$ cat src/rtl/psubsb_serial.sv
// rtl/psubsb_serial.sv - lane-serial saturating subtract, one LANE_W lane per cycle.
// Define PSUBSB_SATFLAG_EN to add the per-lane saturation flag output sat.
module psubsb_serial #(
   parameter int LANES  = 4,
   parameter int LANE_W = 4,
   localparam int W     = LANES * LANE_W
) (
   input  logic         clk,
   input  logic         rst_n,
   input  logic         start,
   input  logic [W-1:0] A,
   input  logic [W-1:0] B,
   output logic         busy,
   output logic         done,
   output logic [W-1:0] Diff
`ifdef PSUBSB_SATFLAG_EN
   ,
   output logic [LANES-1:0] sat
`endif
);

   localparam int CNT_W = (LANES > 1) ? $clog2(LANES) : 1;

   typedef enum logic [1:0] {
      S_IDLE = 2'd0,
      S_CALC = 2'd1,
      S_DONE = 2'd2
   } state_t;

   state_t             state_q, state_d;
   logic [CNT_W-1:0]   cnt_q, cnt_d;
   logic [W-1:0]       a_q, a_d;
   logic [W-1:0]       b_q, b_d;
   logic [W-1:0]       shadow_q, shadow_d;
   logic [W-1:0]       diff_q, diff_d;
   logic               done_q, done_d;

   logic [LANE_W-1:0]  lane_a, lane_b, lane_raw, lane_res;
   logic               lane_ovf;

`ifdef PSUBSB_SATFLAG_EN
   logic [LANES-1:0]   sat_sh_q, sat_sh_d;
   logic [LANES-1:0]   sat_q, sat_d;
`endif

   // Time-shared lane datapath: select the lane addressed by the counter.
   always_comb begin
      lane_a = '0;
      lane_b = '0;
      for (int k = 0; k < LANES; k++) begin
         if (cnt_q == CNT_W'(k)) begin
            lane_a = a_q[k*LANE_W +: LANE_W];
            lane_b = b_q[k*LANE_W +: LANE_W];
         end
      end
      lane_raw = lane_a + ~lane_b + {{(LANE_W-1){1'b0}}, 1'b1};
      lane_ovf = (lane_a[LANE_W-1] != lane_b[LANE_W-1]) &&
                 (lane_raw[LANE_W-1] != lane_a[LANE_W-1]);
      if (lane_ovf) begin
         lane_res = lane_a[LANE_W-1] ? {1'b1, {(LANE_W-1){1'b0}}}
                                     : {1'b0, {(LANE_W-1){1'b1}}};
      end else begin
         lane_res = lane_raw;
      end
   end

   always_comb begin
      state_d  = state_q;
      cnt_d    = cnt_q;
      a_d      = a_q;
      b_d      = b_q;
      shadow_d = shadow_q;
      diff_d   = diff_q;
      done_d   = 1'b0;
`ifdef PSUBSB_SATFLAG_EN
      sat_sh_d = sat_sh_q;
      sat_d    = sat_q;
`endif
      case (state_q)
         S_IDLE: begin
            // The done pulse cycle still belongs to the previous request.
            if (start && !done_q) begin
               a_d     = A;
               b_d     = B;
               cnt_d   = '0;
               state_d = S_CALC;
            end
         end
         S_CALC: begin
            for (int k = 0; k < LANES; k++) begin
               if (cnt_q == CNT_W'(k)) begin
                  shadow_d[k*LANE_W +: LANE_W] = lane_res;
`ifdef PSUBSB_SATFLAG_EN
                  sat_sh_d[k] = lane_ovf;
`endif
               end
            end
            if (cnt_q == CNT_W'(LANES - 1)) begin
               cnt_d   = '0;
               state_d = S_DONE;
            end else begin
               cnt_d = cnt_q + 1'b1;
            end
         end
         S_DONE: begin
            diff_d  = shadow_q;
            done_d  = 1'b1;
`ifdef PSUBSB_SATFLAG_EN
            sat_d   = sat_sh_q;
`endif
            state_d = S_IDLE;
         end
         default: begin
            state_d = S_IDLE;
         end
      endcase
   end

   always_ff @(posedge clk) begin
      if (!rst_n) begin
         state_q  <= S_IDLE;
         cnt_q    <= '0;
         a_q      <= '0;
         b_q      <= '0;
         shadow_q <= '0;
         diff_q   <= '0;
         done_q   <= 1'b0;
`ifdef PSUBSB_SATFLAG_EN
         sat_sh_q <= '0;
         sat_q    <= '0;
`endif
      end else begin
         state_q  <= state_d;
         cnt_q    <= cnt_d;
         a_q      <= a_d;
         b_q      <= b_d;
         shadow_q <= shadow_d;
         diff_q   <= diff_d;
         done_q   <= done_d;
`ifdef PSUBSB_SATFLAG_EN
         sat_sh_q <= sat_sh_d;
         sat_q    <= sat_d;
`endif
      end
   end

   assign busy = (state_q == S_CALC);
   assign done = done_q;
   assign Diff = diff_q;
`ifdef PSUBSB_SATFLAG_EN
   assign sat  = sat_q;
`endif

endmodule

$ cat config.mk
export PLATFORM = sky130hd
export DESIGN_NAME = psubsb_serial
export DESIGN_NICKNAME = d
export VERILOG_FILES = /design/src/rtl/psubsb_serial.sv
export SDC_FILE = /design/constraint.sdc
export NUM_CORES = 1
export LEC_CHECK = 0
export ABC_AREA = 1
export BUFFER_PORTS_ARGS = -buffer_cell sky130_fd_sc_hd__buf_2
export CORE_MARGIN = 1.5
export CORE_UTILIZATION = 40
export DETAILED_ROUTE_END_ITERATION = 12
export GPL_TIMING_DRIVEN = 0
export PLACE_DENSITY_LB_ADDON = 0.2
export SYNTH_ARGS = -nofsm -noshare
export SYNTH_HDL_FRONTEND = slang
export SYNTH_SLANG_ARGS = --single-unit
$ cat constraint.sdc
create_clock -name clk -period 3.3 [get_ports clk]
set_input_delay 0.33 -clock clk [delete_from_list [all_inputs] [get_ports clk]]
set_output_delay 0.33 -clock clk [all_outputs]
set_load 0.03 [all_outputs]
==> results.tsv, run 1 <==
metric	value	unit
maxClockFrequency	321.6	MHz
post-route-period-util	94.23	%
fin_crit	3.110	ns
worstRegToRegCells	17	
synth_cell_types	24	
setup_slack	0.1904	ns
start_util	41.10	%
grtUsageTotal	19.37	%
outcome	finished, final reports clean	
ys_ff_latch	69	
layout.cells.non_filler	563	
wl_per_cell	12.17	um
setup_violations	0	
cts_root_buffer	clkbuf_8	
place_hpwl	5033	um
cts.sinks	69	
cts_made_buffers	9	
h-tree-depth	3	
slew_viol_final	0	
grt_max_degree	13	
antenna_left	0	
drv_cap	0	
vias	2611	
power_leakage	1.667	nW
core_area	7176	um2
r2r-start	cnt_q[1]	
clk_path_buf_depth	2	
vias_per_cell	4.638	
fin_area	3575	um2
place_area	3333	um2
arrival	3.40	ns
gp_congestion	0.8378	
grt_overflow	0	
post-place-ws	-0.01224	ns
first_pass_iters	4	
endpoint_kind	flop	
syn-num-nets	439	
wirelength	6851	um
path_clk_slew	0.08	ns
finalSetupTns	0	ns
place_inst	546	
ir_drop	196.8	uV
syn_to_final_growth	21.21	%
portBuffers	52	
cp_max_fo	9	
drc	0	
startpoint_type	flop	
layout-drive-gt1-share	21.77	%
worst_clock_skew	0.008891	ns
critPathLaunch	cnt_q[1]	
ys_seq_area_share	46.84	%
worst_skew_pair.late_latency	0.34	ns
postCtsHoldBufs	0	
cts_tree	done	
hold_viol	0	
syn_inst	395	
fp.dieW	88.87	um
antenna_found_initial	0	
rows	31	
syn_area	2949	um2
r2r_setup_slack	0.19	ns
tightest_slew	0.4107	ns
final_util	49.82	%
timing.slew.headroom	72.62	%
yosys_warnings	0	
hold_path_startpoint	B[14]	
avgSynthCellArea	7.466	um2
cp-endpoint	shadow_q[0]	
final_nets	503	
pin_count	53	
r2r-end	shadow_q[0]	
grt_pass1_wl	11550	um
antenna_cells	0	
hold_path_class	in -> reg	
critPathKind	reg -> reg	
p_per_area	555.4	nW/um2
die_h	88.87	um
drtIter0Drc	112	
grt_pass1_vias	2462	
cp.required	3.59	ns
dieArea	7897	um2
per-layer routing:
metal  track usage, %  share of wire [%]  vias up
met5                0                  0        -
met4            6.108                1.3        0
met1            26.40                 48     1147
met3            4.478                5.1       10
li1                 -                  -     1398
met2            30.44                 45       56
critical path, cell delays in order, from the launching register on:
cell and delay (ns):
dfxtp_2 0.36, inv_1 0.06, ha_1 0.19, buf_6 0.15
inv_4 0.12, nor2_1 0.07, o311ai_2 0.27, o21ai_1 0.14
ha_1 0.33, a21oi_1 0.16, nand2_1 0.11, fa_2 0.58
inv_1 0.05, nand3_1 0.15, nand2_2 0.13, nand3_1 0.11
nand2_1 0.05, inv_1 0.04
cells by family after synthesis:
| logic type | synth area share, % |
|---|---|
| compound gates | 18.50 |
| xor+xnor | 0.2970 |
| fa+ha+maj | 4.327 |
| flops | 46.84 |
| simple gates | 21.00 |
| buf+inv | 9.037 |
what timing repair did:
item                       in CTS  in global routing
setup buffers                   0                  1
pin swaps                       0                  1
gates cloned                    0                  0
gates resized for setup         2                 11
setup endpoints to repair       3                 12
Yosys cell counts:
| cell type | n | area share (%) |
|---|---|---|
| a21oi_1 | 36 | 6.1 |
| dfxtp_1 | 69 | 47 |
| o31ai_1 | 1 | 0.25 |
| nand3_1 | 20 | 3.4 |
| o21ai_0 | 59 | 10 |
| clkbuf_1 | 8 | 1.0 |
| ha_1 | 7 | 3.0 |
| nand2_2 | 1 | 0.21 |
| nand3_4 | 1 | 0.59 |
| inv_1 | 36 | 4.6 |
| buf_2 | 7 | 1.2 |
| nand2_1 | 34 | 4.3 |
| xor2_1 | 1 | 0.30 |
| nor2_1 | 90 | 11 |
| nor2_2 | 3 | 0.64 |
| o21a_1 | 6 | 1.5 |
| buf_6 | 2 | 0.76 |
| inv_4 | 1 | 0.21 |
| clkinv_1 | 1 | 0.13 |
| nor2_4 | 1 | 0.38 |
| o311ai_0 | 2 | 0.59 |
| buf_4 | 2 | 0.51 |
| inv_2 | 5 | 0.64 |
| fa_1 | 2 | 1.4 |
metrics by stage:
stage	hold slack [ns]	power, mW
after global routing	0.2210	2.097
after CTS	0.2221	1.980
after detailed placement	0.4465	1.275
after floorplan	0.4205	1.169
final	0.2351	1.985
after global placement	0.4403	1.266
power by group:
group / leakage (nW) / switching [mW] / internal (mW)
Clock: 0.102 / 0.322 / 0.390
Combinational: 0.999 / 0.232 / 0.140
Sequential: 0.566 / 0.0225 / 0.879
worst min-delay path by stage:
stage | endpoint | slack, ns | cells past startpoint
after global placement | b_q[7] | 0.44 | 2
after global routing | a_q[5] | 0.22 | 3
final | b_q[14] | 0.24 | 3
after CTS | a_q[5] | 0.22 | 3
after detailed placement | b_q[15] | 0.45 | 2
after floorplan | Diff[7] | 0.42 | 2
state kept, by name, indices dropped and copies added (netlist names):
signal,flops
state_q,2
done,1
shadow_q,16
b_q,16
a_q,16
Diff,16
cnt_q,2
placed cells by master, fill, tap and decap left out, types with 2 or more instances in the layout:
cell type / netlist / routed
a21oi_1: 36 / 36
buf_2: 7 / 59
buf_4: 2 / 3
buf_6: 2 / 2
clkbuf_1: 8 / 7
clkbuf_8: 0 / 11
clkinvlp_4: 0 / 2
dfxtp_1: 69 / 67
dfxtp_2: 0 / 2
ha_1: 7 / 6
inv_1: 36 / 36
inv_2: 5 / 5
nand2_1: 34 / 31
nand2_2: 1 / 4
nand3_1: 20 / 20
nor2_1: 90 / 90
nor2_2: 3 / 3
o21a_1: 6 / 6
o21ai_0: 59 / 57
o21ai_1: 0 / 2
cell type report:
| type | count | area, um2 |
|---|---|---|
| Buffer | 19 | 103.9 |
| Clock buffer | 11 | 151.4 |
| Clock inverter | 5 | 58.81 |
| Fill cell | 770 | 3601 |
| Inverter | 43 | 163.9 |
| Multi-Input combinational cell | 264 | 1321 |
| Sequential cell | 69 | 1384 |
| Tap cell | 99 | 123.9 |
| Timing Repair Buffer | 53 | 267.8 |
Note: power is estimated with default switching activity, not from simulation.
==> run 2, diff against run 1 <==
--- a/config.mk
+++ b/config.mk
@@ -11,7 +11,6 @@
 export CORE_UTILIZATION = 40
 export DETAILED_ROUTE_END_ITERATION = 12
 export GPL_TIMING_DRIVEN = 0
-export PLACE_DENSITY_LB_ADDON = 0.2
 export SYNTH_ARGS = -nofsm -noshare
 export SYNTH_HDL_FRONTEND = slang
 export SYNTH_SLANG_ARGS = --single-unit
==> results.tsv, run 2 (synthesis gave the netlist of run 1 again) <==
metric	value	unit	change
grt_pass1_vias	2361		was 2,462
outcome	finished, final reports clean		unchanged
h-tree-depth	3		unchanged
start_util	41.10	%	unchanged
worst_clock_skew	0.01002	ns	was 0.008891 ns
antenna_left	0		unchanged
routed.top_layer	met4		unchanged
final_nets	502		was 503
antenna_found_initial	0		unchanged
power_leakage	1.659	nW	was 1.667 nW
maxClockFrequency	321.0	MHz	was 321.6 MHz
endpoint_kind	flop		unchanged
layout.cells.non_filler	562		was 563
die_h	88.87	um	unchanged
arrival	3.36	ns	was 3.40 ns
first_pass_iters	4		unchanged
gp_congestion	0.8216		was 0.8378
vias_per_cell	4.690		was 4.638
drv_cap	0		unchanged
core_area	7176	um2	unchanged
syn_to_final_growth	20.53	%	was 21.21%
worst_skew_pair.late_latency	0.35	ns	was 0.34 ns
cts_root_buffer	clkbuf_8		unchanged
timing.slew.headroom	71.38	%	was 72.62%
wl_per_cell	12.18	um	was 12.17 um
place_hpwl	4983	um	was 5033 um
ir_drop	224.6	uV	was 196.8 uV
pin_count	53		unchanged
final_cell_mix	nor2_1, dfxtp_1, buf_2		unchanged
cp.required	3.55	ns	was 3.59 ns
fin_area	3555	um2	was 3575 um2
finalSetupTns	0	ns	unchanged
cpLargestDelayFamily	adder cells		unchanged
slew_viol_final	0		unchanged
layout-drive-gt1-share	20.95	%	was 21.77%
cp_cell_sequence	inv_1, ha_1, buf_4, o311ai_0, o21ai_1, ha_1, nand3_1, nand2_1, fa_1, inv_1, nand3_1, nand2_2, nand3_1, nand2_1, inv_1		was inv_1, ha_1, buf_6, inv_4, nor2_1, o311ai_2, o21ai_1, ha_1, a21oi_1, nand2_1, fa_2, inv_1, nand3_1, nand2_2, nand3_1, nand2_1, inv_1
fin_crit	3.115	ns	was 3.110 ns
hold_viol	0		unchanged
multi_input_comb_area	1319	um2	was 1321 um2
setup_violations	0		unchanged
grt_max_degree	13		unchanged
antenna_cells	0		unchanged
fill_cells	756		was 770
wl_met1	3460	um	was 3311 um
worst-path-buf-inv	4		was 5
critPathKind	reg -> reg		unchanged
rows	31		unchanged
post-route-period-util	94.40	%	was 94.23%
grt_pass1_wl	11160	um	was 11,550 um
postCtsHoldBufs	0		unchanged
fp.dieW	88.87	um	unchanged
dieArea	7897	um2	unchanged
regArea	1383	um2	was 1384 um2
route.met3.wl	279	um	was 347 um
portBuffers	52		unchanged
drc	0		unchanged
cts_tree	done		unchanged
hold_path_class	in -> reg		unchanged
cp_max_fo	10		was 9
slowest_stage	fa_1		was fa_2
startpoint_type	flop		unchanged
wirelength	6845	um	was 6851 um
cts.sinks	69		unchanged
tightest_slew	0.4293	ns	was 0.4107 ns
place_area	3333	um2	unchanged
place_inst	546		unchanged
vias	2636		was 2,611
wl_met2	2988	um	was 3103 um
clk_path_buf_depth	2		unchanged
max_stage_delay	0.50	ns	was 0.58 ns
hold_slack	0.2278	ns	was 0.2351 ns
rsz0062_at_grt	no		
path_clk_slew	0.08	ns	about the same
cts_made_buffers	9		unchanged
grt_overflow	0		unchanged
drtIter0Drc	103		was 112
grtUsageTotal	19.32	%	was 19.37%
p_per_area	551.4	nW/um2	was 555.4 nW/um2
final_common_cell	nor2_1		unchanged
run 2: cell type report:
| cell class | instances | area share, % |
|---|---|---|
| timing repair buffer | 52 | 7.321 |
| clock buffer | 11 | 3.977 |
| inverter | 43 | 4.611 |
| sequential | 69 | 38.89 |
| multi-input combinational | 264 | 37.10 |
| clock inverter | 5 | 1.690 |
| tap | 99 | 3.485 |
| buffer | 19 | 2.922 |
run 2: tightest hold or removal path, stage by stage:
cell and delay [ns]:
buf_2 0.07, o21ai_0 0.07, nor2_1 0.07
run 2: through the flow:
stage	utilization, %	setup slack (ns)	power, mW
after floorplan	-	0.5059	1.169
after global placement	46.45	0.04200	1.269
after detailed placement	46.45	0.02233	1.279
after CTS	49.26	0.007228	1.971
after global routing	49.54	0.007765	2.067
final	49.54	0.1848	1.960
run 2: worst paths after layout:
kind              slack, ns        start     endpoint  cells past startpoint
setup / recovery       0.18     cnt_q[0]  shadow_q[2]                     15
setup reg to reg       0.18     cnt_q[0]  shadow_q[2]                     15
hold reg to reg        0.46  shadow_q[3]      Diff[3]                      2
hold / removal         0.23        B[10]      b_q[10]                      3
run 2: repair_timing:
item	in CTS	in global routing
endpoints found under the setup margin	0	12
buffers inserted	0	0
gates resized for setup	0	11
run 2: power by group:
group	switching (mW)	internal, mW
Sequential	0.0219	0.878
Clock	0.323	0.371
Combinational	0.232	0.135
run 2: metal layers:
layer,global-route usage (%),up-vias
li1,-,1401
met5,0,-
met3,5.131,9
met2,29.82,47
met4,7.670,0
met1,25.75,1179
